### src/rtl/bsk_prd_pkg.sv
// Shared constants for the PRD bus side: command width, idle command word and the
// default timing of the command input conditioner.
package bsk_prd_pkg;

    localparam int COM_WIDTH = 16;
    localparam logic [COM_WIDTH-1:0] COM_DEFAULT = 16'hFFFF;
    localparam int CLOCK_IN = 2_000_000;

    // 20 clk at 2 MHz gives a 10 us sample period; 10 agreeing samples accept a change.
    localparam int DEF_SAMPLE_DIV = 20;
    localparam int DEF_FILT_SAMPLES = 10;

    // Counter must hold 0..FILT_SAMPLES-1 without ever wrapping.
    function automatic int cnt_width(input int filt_samples);
        return (filt_samples < 2) ? 1 : $clog2(filt_samples + 1);
    endfunction

    function automatic int presc_width(input int sample_div);
        return (sample_div < 2) ? 1 : $clog2(sample_div);
    endfunction

endpackage

### src/rtl/bsk_com_debounce_ch.sv
// One command channel: two-FF synchroniser, run-length counter of differing sample
// ticks, and the accepted (filtered) state bit.
module bsk_com_debounce_ch
    import bsk_prd_pkg::*;
#(
    parameter int   FILT_SAMPLES = DEF_FILT_SAMPLES,
    parameter logic RESET_VAL    = 1'b1
) (
    input  logic clk,
    input  logic iRes,
    input  logic com_i,
    input  logic tick_i,
    output logic state_o
);

    localparam int CW = cnt_width(FILT_SAMPLES);
    localparam logic [CW-1:0] CNT_LAST = CW'(FILT_SAMPLES - 1);

    logic          sync1_q;
    logic          sync2_q;
    logic          state_q;
    logic          state_d;
    logic [CW-1:0] cnt_q;
    logic [CW-1:0] cnt_d;

    always_ff @(posedge clk or negedge iRes) begin
        if (!iRes) begin
            sync1_q <= RESET_VAL;
            sync2_q <= RESET_VAL;
        end else begin
            sync1_q <= com_i;
            sync2_q <= sync1_q;
        end
    end

    // A single agreeing tick restarts the run; the last differing tick commits the change.
    always_comb begin
        state_d = state_q;
        cnt_d   = cnt_q;
        if (tick_i) begin
            if (sync2_q == state_q) begin
                cnt_d = '0;
            end else if (cnt_q == CNT_LAST) begin
                state_d = sync2_q;
                cnt_d   = '0;
            end else begin
                cnt_d = cnt_q + 1'b1;
            end
        end
    end

    always_ff @(posedge clk or negedge iRes) begin
        if (!iRes) begin
            state_q <= RESET_VAL;
            cnt_q   <= '0;
        end else begin
            state_q <= state_d;
            cnt_q   <= cnt_d;
        end
    end

    assign state_o = state_q;

endmodule

### src/rtl/bsk_prd_com_filter.sv
// Command input conditioner in front of the PRD bus interface: per-channel debounce,
// freezable output word, change pulse and sticky change flag for the CPU.
module bsk_prd_com_filter
    import bsk_prd_pkg::*;
#(
    parameter int SAMPLE_DIV   = DEF_SAMPLE_DIV,
    parameter int FILT_SAMPLES = DEF_FILT_SAMPLES
) (
    input  logic                 clk,
    input  logic                 iRes,
    input  logic [COM_WIDTH-1:0] iCom,
    input  logic                 iFreeze,
    input  logic                 iEventClr,
    output logic [COM_WIDTH-1:0] oCom,
    output logic                 oChanged,
    output logic                 oEvent
);

    localparam int PW = presc_width(SAMPLE_DIV);
    localparam logic [PW-1:0] PRESC_RELOAD = PW'(SAMPLE_DIV - 1);

    logic [PW-1:0]        presc_q;
    logic [PW-1:0]        presc_d;
    logic                 tick;
    logic [COM_WIDTH-1:0] state_w;
    logic [COM_WIDTH-1:0] com_q;
    logic [COM_WIDTH-1:0] com_d;
    logic                 changed_q;
    logic                 changed_d;
    logic                 event_q;
    logic                 event_d;

    // First tick lands on clk edge SAMPLE_DIV after reset release.
    assign tick = (presc_q == '0);

    always_comb begin
        presc_d = presc_q - 1'b1;
        if (tick) begin
            presc_d = PRESC_RELOAD;
        end
    end

    always_ff @(posedge clk or negedge iRes) begin
        if (!iRes) begin
            presc_q <= PRESC_RELOAD;
        end else begin
            presc_q <= presc_d;
        end
    end

    for (genvar g = 0; g < COM_WIDTH; g++) begin : g_ch
        bsk_com_debounce_ch #(
            .FILT_SAMPLES (FILT_SAMPLES),
            .RESET_VAL    (COM_DEFAULT[g])
        ) u_ch (
            .clk     (clk),
            .iRes    (iRes),
            .com_i   (iCom[g]),
            .tick_i  (tick),
            .state_o (state_w[g])
        );
    end

    // Hold contract: while iFreeze=1 oCom is guaranteed stable for the bus reader; filtering
    // keeps running, and the word reloads from the filtered state on the first clk after release.
    always_comb begin
        com_d     = iFreeze ? com_q : state_w;
        changed_d = (com_d != com_q);
        event_d   = changed_q | (event_q & ~iEventClr);
    end

    always_ff @(posedge clk or negedge iRes) begin
        if (!iRes) begin
            com_q     <= COM_DEFAULT;
            changed_q <= 1'b0;
            event_q   <= 1'b0;
        end else begin
            com_q     <= com_d;
            changed_q <= changed_d;
            event_q   <= event_d;
        end
    end

    assign oCom     = com_q;
    assign oChanged = changed_q;
    assign oEvent   = event_q;

endmodule

### config.mk
export PLATFORM = sky130hd
export DESIGN_NAME = bsk_prd_com_filter
export DESIGN_NICKNAME = d
export VERILOG_FILES = /design/src/rtl/bsk_prd_pkg.sv /design/src/rtl/bsk_com_debounce_ch.sv /design/src/rtl/bsk_prd_com_filter.sv
export SDC_FILE = /design/constraint.sdc
export NUM_CORES = 1
export LEC_CHECK = 0
export CORE_MARGIN = 4
export CORE_UTILIZATION = 33
export DETAILED_ROUTE_END_ITERATION = 12
export GPL_TIMING_DRIVEN = 0
export PLACE_DENSITY = 0.59
export SYNTH_ARGS = -nofsm -noshare
export SYNTH_HDL_FRONTEND = slang
export SYNTH_HIERARCHICAL = 1
export SYNTH_SLANG_ARGS = --single-unit
### constraint.sdc
create_clock -name clk -period 3.95 [get_ports clk]
set_clock_uncertainty 0.05 [all_clocks]
set_input_delay 0.79 -clock clk [delete_from_list [all_inputs] [get_ports clk]]
set_output_delay 0.79 -clock clk [all_outputs]
set_load 0.01 [all_outputs]
==> PnR_summary.wiki <==
{| class="wikitable"
! Metric !! Value
|-
| Timing-limited maximum frequency || 372 MHz
|-
| Worst path arrival time || 2.98 ns
|-
| Final max-slew violation count || 0
|-
| Post-CTS Setup Bufs || 0
|-
| Clock insertion delay at the later pin of the skew report || 0.42 ns
|-
| Share of final-layout standard cells stronger than drive strength 1 || 0.290
|-
| Count of final setup violators || 0
|-
| Number of buffers created by CTS || 17
|-
| Netlist cell types || 30
|-
| Global placer's final weighted congestion || 0.762
|-
| Wire length of the first global-routing pass || 21600 µm
|-
| Mean area per synthesized cell || 12.2 µm²
|-
| Root buffer cell || clkbuf_16
|-
| Starting Density || 0.337
|-
| Leading cell type in the layout, fill and taps excluded || dfrtp_1
|-
| Leakage power || 3.24 nW
|-
| Post-CTS clock slew at the launch and capture registers of the worst setup and hold paths || 0.06 ns
|-
| Power Density || 402 mW/mm²
|-
| Final ANT Viol Nets || 0
|-
| Beginning of the worst register-to-register path || presc_q[0]
|-
| Status || finished clean
|-
| Count of inserted antenna diode cells || 0
|-
| Ports placed on the boundary || 38
|-
| Slew margin rel. || 0.428
|-
| Share of the core filled with cells || 0.411
|-
| Number of input and output port buffers inserted || 36
|-
| Deepest level of the CTS H-tree || 4
|-
| Highest-count cells in the layout ignoring fill and taps || dfrtp_1 (68), dfstp_2 (67), nand2_1 (49), clkdlybuf4s50_1 (35), inv_1 (34)
|-
| Clock tree from TritonCTS || built
|-
| Worst r2r dst || g_ch[0].u_ch/state_o
|-
| Total global routing overflow || 0
|-
| Average detailed-routed wire length per instance || 14.1 µm
|-
| Die Width || 149 µm
|-
| Via count of the first global-routing pass || 4431
|-
| Post-Synthesis Net Count || 563
|-
| Crit path required time || 4.24 ns
|-
| Setup TNS after final layout || 0 ns
|-
| Post-route clock period utilization || 0.680
|-
| Final instance area || 0.00802 mm²
|-
| Fin. Hold Viols || 0
|-
| Post-synthesis register bit count || 135
|-
| Std-Cell Rows || 51
|-
| Chip height || 149 µm
|-
| Core region area || 0.0195 mm²
|-
| Maximum buffer depth of the clock tree || 2
|-
| Overall Global Routing Usage || 0.120
|-
| Detailed placement HPWL || 8440 µm
|-
| Crit Path Class || reg -> reg
|-
| Die area || 0.0223 mm²
|-
| Portion of the post-synthesis area used by sequential elements || 0.525
|-
| Number of warning messages in the yosys log || 6
|-
| Area of placed instances || 0.00740 mm²
|-
| Remaining DRCs || 0
|-
| CTS Hold Buffers Added || 0
|-
| CP Launch Type || flip-flop
|-
| Least-Margin Pin Slew || 0.849 ns
|-
| Number of cells upsized or downsized after cts || 0
|-
| Number of cells traversed by the worst register-to-register path || 9
|-
| Post-synthesis instance area || 0.00659 mm²
|-
| R2r setup slk || 1.26 ns
|-
| Crit end category || flip-flop
|-
| CTS Sinks || 135
|-
| Mapped Cells || 542
|-
| 1st-pass router iterations || 6
|-
| Number of DRC markers in iteration 0 || 203
|-
| Area growth from synthesis to layout || 21.7%
|-
| Net count of the finished layout || 625
|-
| Vias after detailed routing || 4341
|-
| Pin count of the biggest net entering global routing || 77
|-
| Critical path peak fanout || 24
|-
| Final critical delay including setup and external delays || 2.69 ns
|-
| WL final || 12400 µm
|-
| Number of antenna violations at the first check in global routing || 0
|-
| Post-detailed-route via-to-cell ratio || 4.92
|-
| Min-Delay Path Class || in -> async
|-
| Unrepaired setup endpoints after global routing || false
|-
| Max-capacitance violation count || 0
|-
| Maximum ir drop on the vdd rail || 0.296 mV
|}
==> metal layers <==
layer,vias up,routed length (µm),GRT usage,share of wire
met2,49,6160,0.197,0.50
met1,2175,5700,0.152,0.46
li1,2106,-,-,-
met5,-,0,0,0
met3,11,427,0.0389,0.034
met4,0,132,0.0371,0.011
==> how the worst max path moves through the flow <==
stage	depth (start not counted)	end	from
after floorplan	6	g_ch[0].u_ch/state_o	presc_q[0]
after global placement	1	g_ch[0].u_ch/cnt_q[2]	iRes
after detailed placement	9	g_ch[0].u_ch/state_o	presc_q[0]
after CTS	9	g_ch[0].u_ch/state_o	presc_q[0]
after global routing	9	g_ch[5].u_ch/state_o	presc_q[0]
final	9	g_ch[0].u_ch/state_o	presc_q[0]
==> cell usage after synthesis <==
| cell type | instances | share of area |
|---|---|---|
| dfrtp_1 | 68 | 0.26 |
| dfstp_2 | 67 | 0.27 |
| nand2_1 | 49 | 0.028 |
| inv_1 | 36 | 0.021 |
| o21ai_0 | 33 | 0.025 |
| nor3_1 | 32 | 0.024 |
| xor2_1 | 32 | 0.043 |
| a211oi_1 | 16 | 0.018 |
| a21oi_1 | 16 | 0.012 |
| a22o_1 | 16 | 0.021 |
| a311o_1 | 16 | 0.024 |
| and4b_2 | 16 | 0.027 |
| mux2_1 | 16 | 0.027 |
| mux2i_1 | 16 | 0.024 |
| nand2b_4 | 16 | 0.033 |
| nand4b_1 | 16 | 0.021 |
| nor2b_1 | 16 | 0.015 |
| o22ai_1 | 16 | 0.015 |
| xnor2_2 | 16 | 0.039 |
| mux2_4 | 9 | 0.021 |
| mux2_2 | 7 | 0.012 |
| nor4_1 | 4 | 0.0038 |
| nor2_1 | 3 | 0.0017 |
| xnor2_1 | 3 | 0.0040 |
| buf_6 | 2 | 0.0034 |
| a21o_1 | 1 | 0.0011 |
| a41oi_1 | 1 | 0.0013 |
| ha_1 | 1 | 0.0019 |
| nor3_2 | 1 | 0.0015 |
| nor4b_4 | 1 | 0.0036 |
==> sequential cells by signal (all words and copies together), names as in the netlist <==
signal	cells
oCom	16
g_ch.u_ch/state_o	16
g_ch.u_ch/sync2_q	16
g_ch.u_ch/cnt_q	64
oEvent	1
presc_q	5
g_ch.u_ch/sync1_q	16
oChanged	1
==> power by group <==
part	internal, mW	total (mW)	switching, mW
logic	0.0536	0.111	0.0575
clock network	1.04	1.63	0.597
registers	1.43	1.48	0.0440
==> area by class of cell <==
class                           count  area (µm²)
Timing Repair Buffer               43         464
Sequential cell                   135        3460
Tap cell                          265         332
Buffer                              2        22.5
Inverter                           36         135
Clock buffer                       20         467
Clock inverter                     12         150
Fill cell                        1848       11500
Multi-Input combinational cell    369        2990
==> worst max-delay path: stages (launching register included) <==
cell     delay (ns)
dfstp_2        0.38
inv_2          0.06
ha_4           0.14
nor4b_4        0.69
buf_8          0.24
buf_8          0.17
buf_6          0.21
nand2_1        0.10
nor3_1         0.20
mux2_1         0.36
==> stage by stage <==
step	total power [mW]	hold slack [ns]	worst slack, ns	instances
floorplan	1.54	0.295	-0.254	542
global placement	1.60	0.296	-3.36	843
detailed placement	1.61	0.297	1.24	850
CTS	3.28	0.303	1.23	882
global route	3.36	0.308	1.06	882
finish	3.22	0.286	1.26	882
==> logic make-up after synthesis <==
family,share of synthesized area
flops,0.525
simple gates,0.160
mux,0.0841
compound gates,0.119
buf+inv,0.0239
fa+ha+maj,0.00190
xor+xnor,0.0860
(Power assumes the default switching activity.)
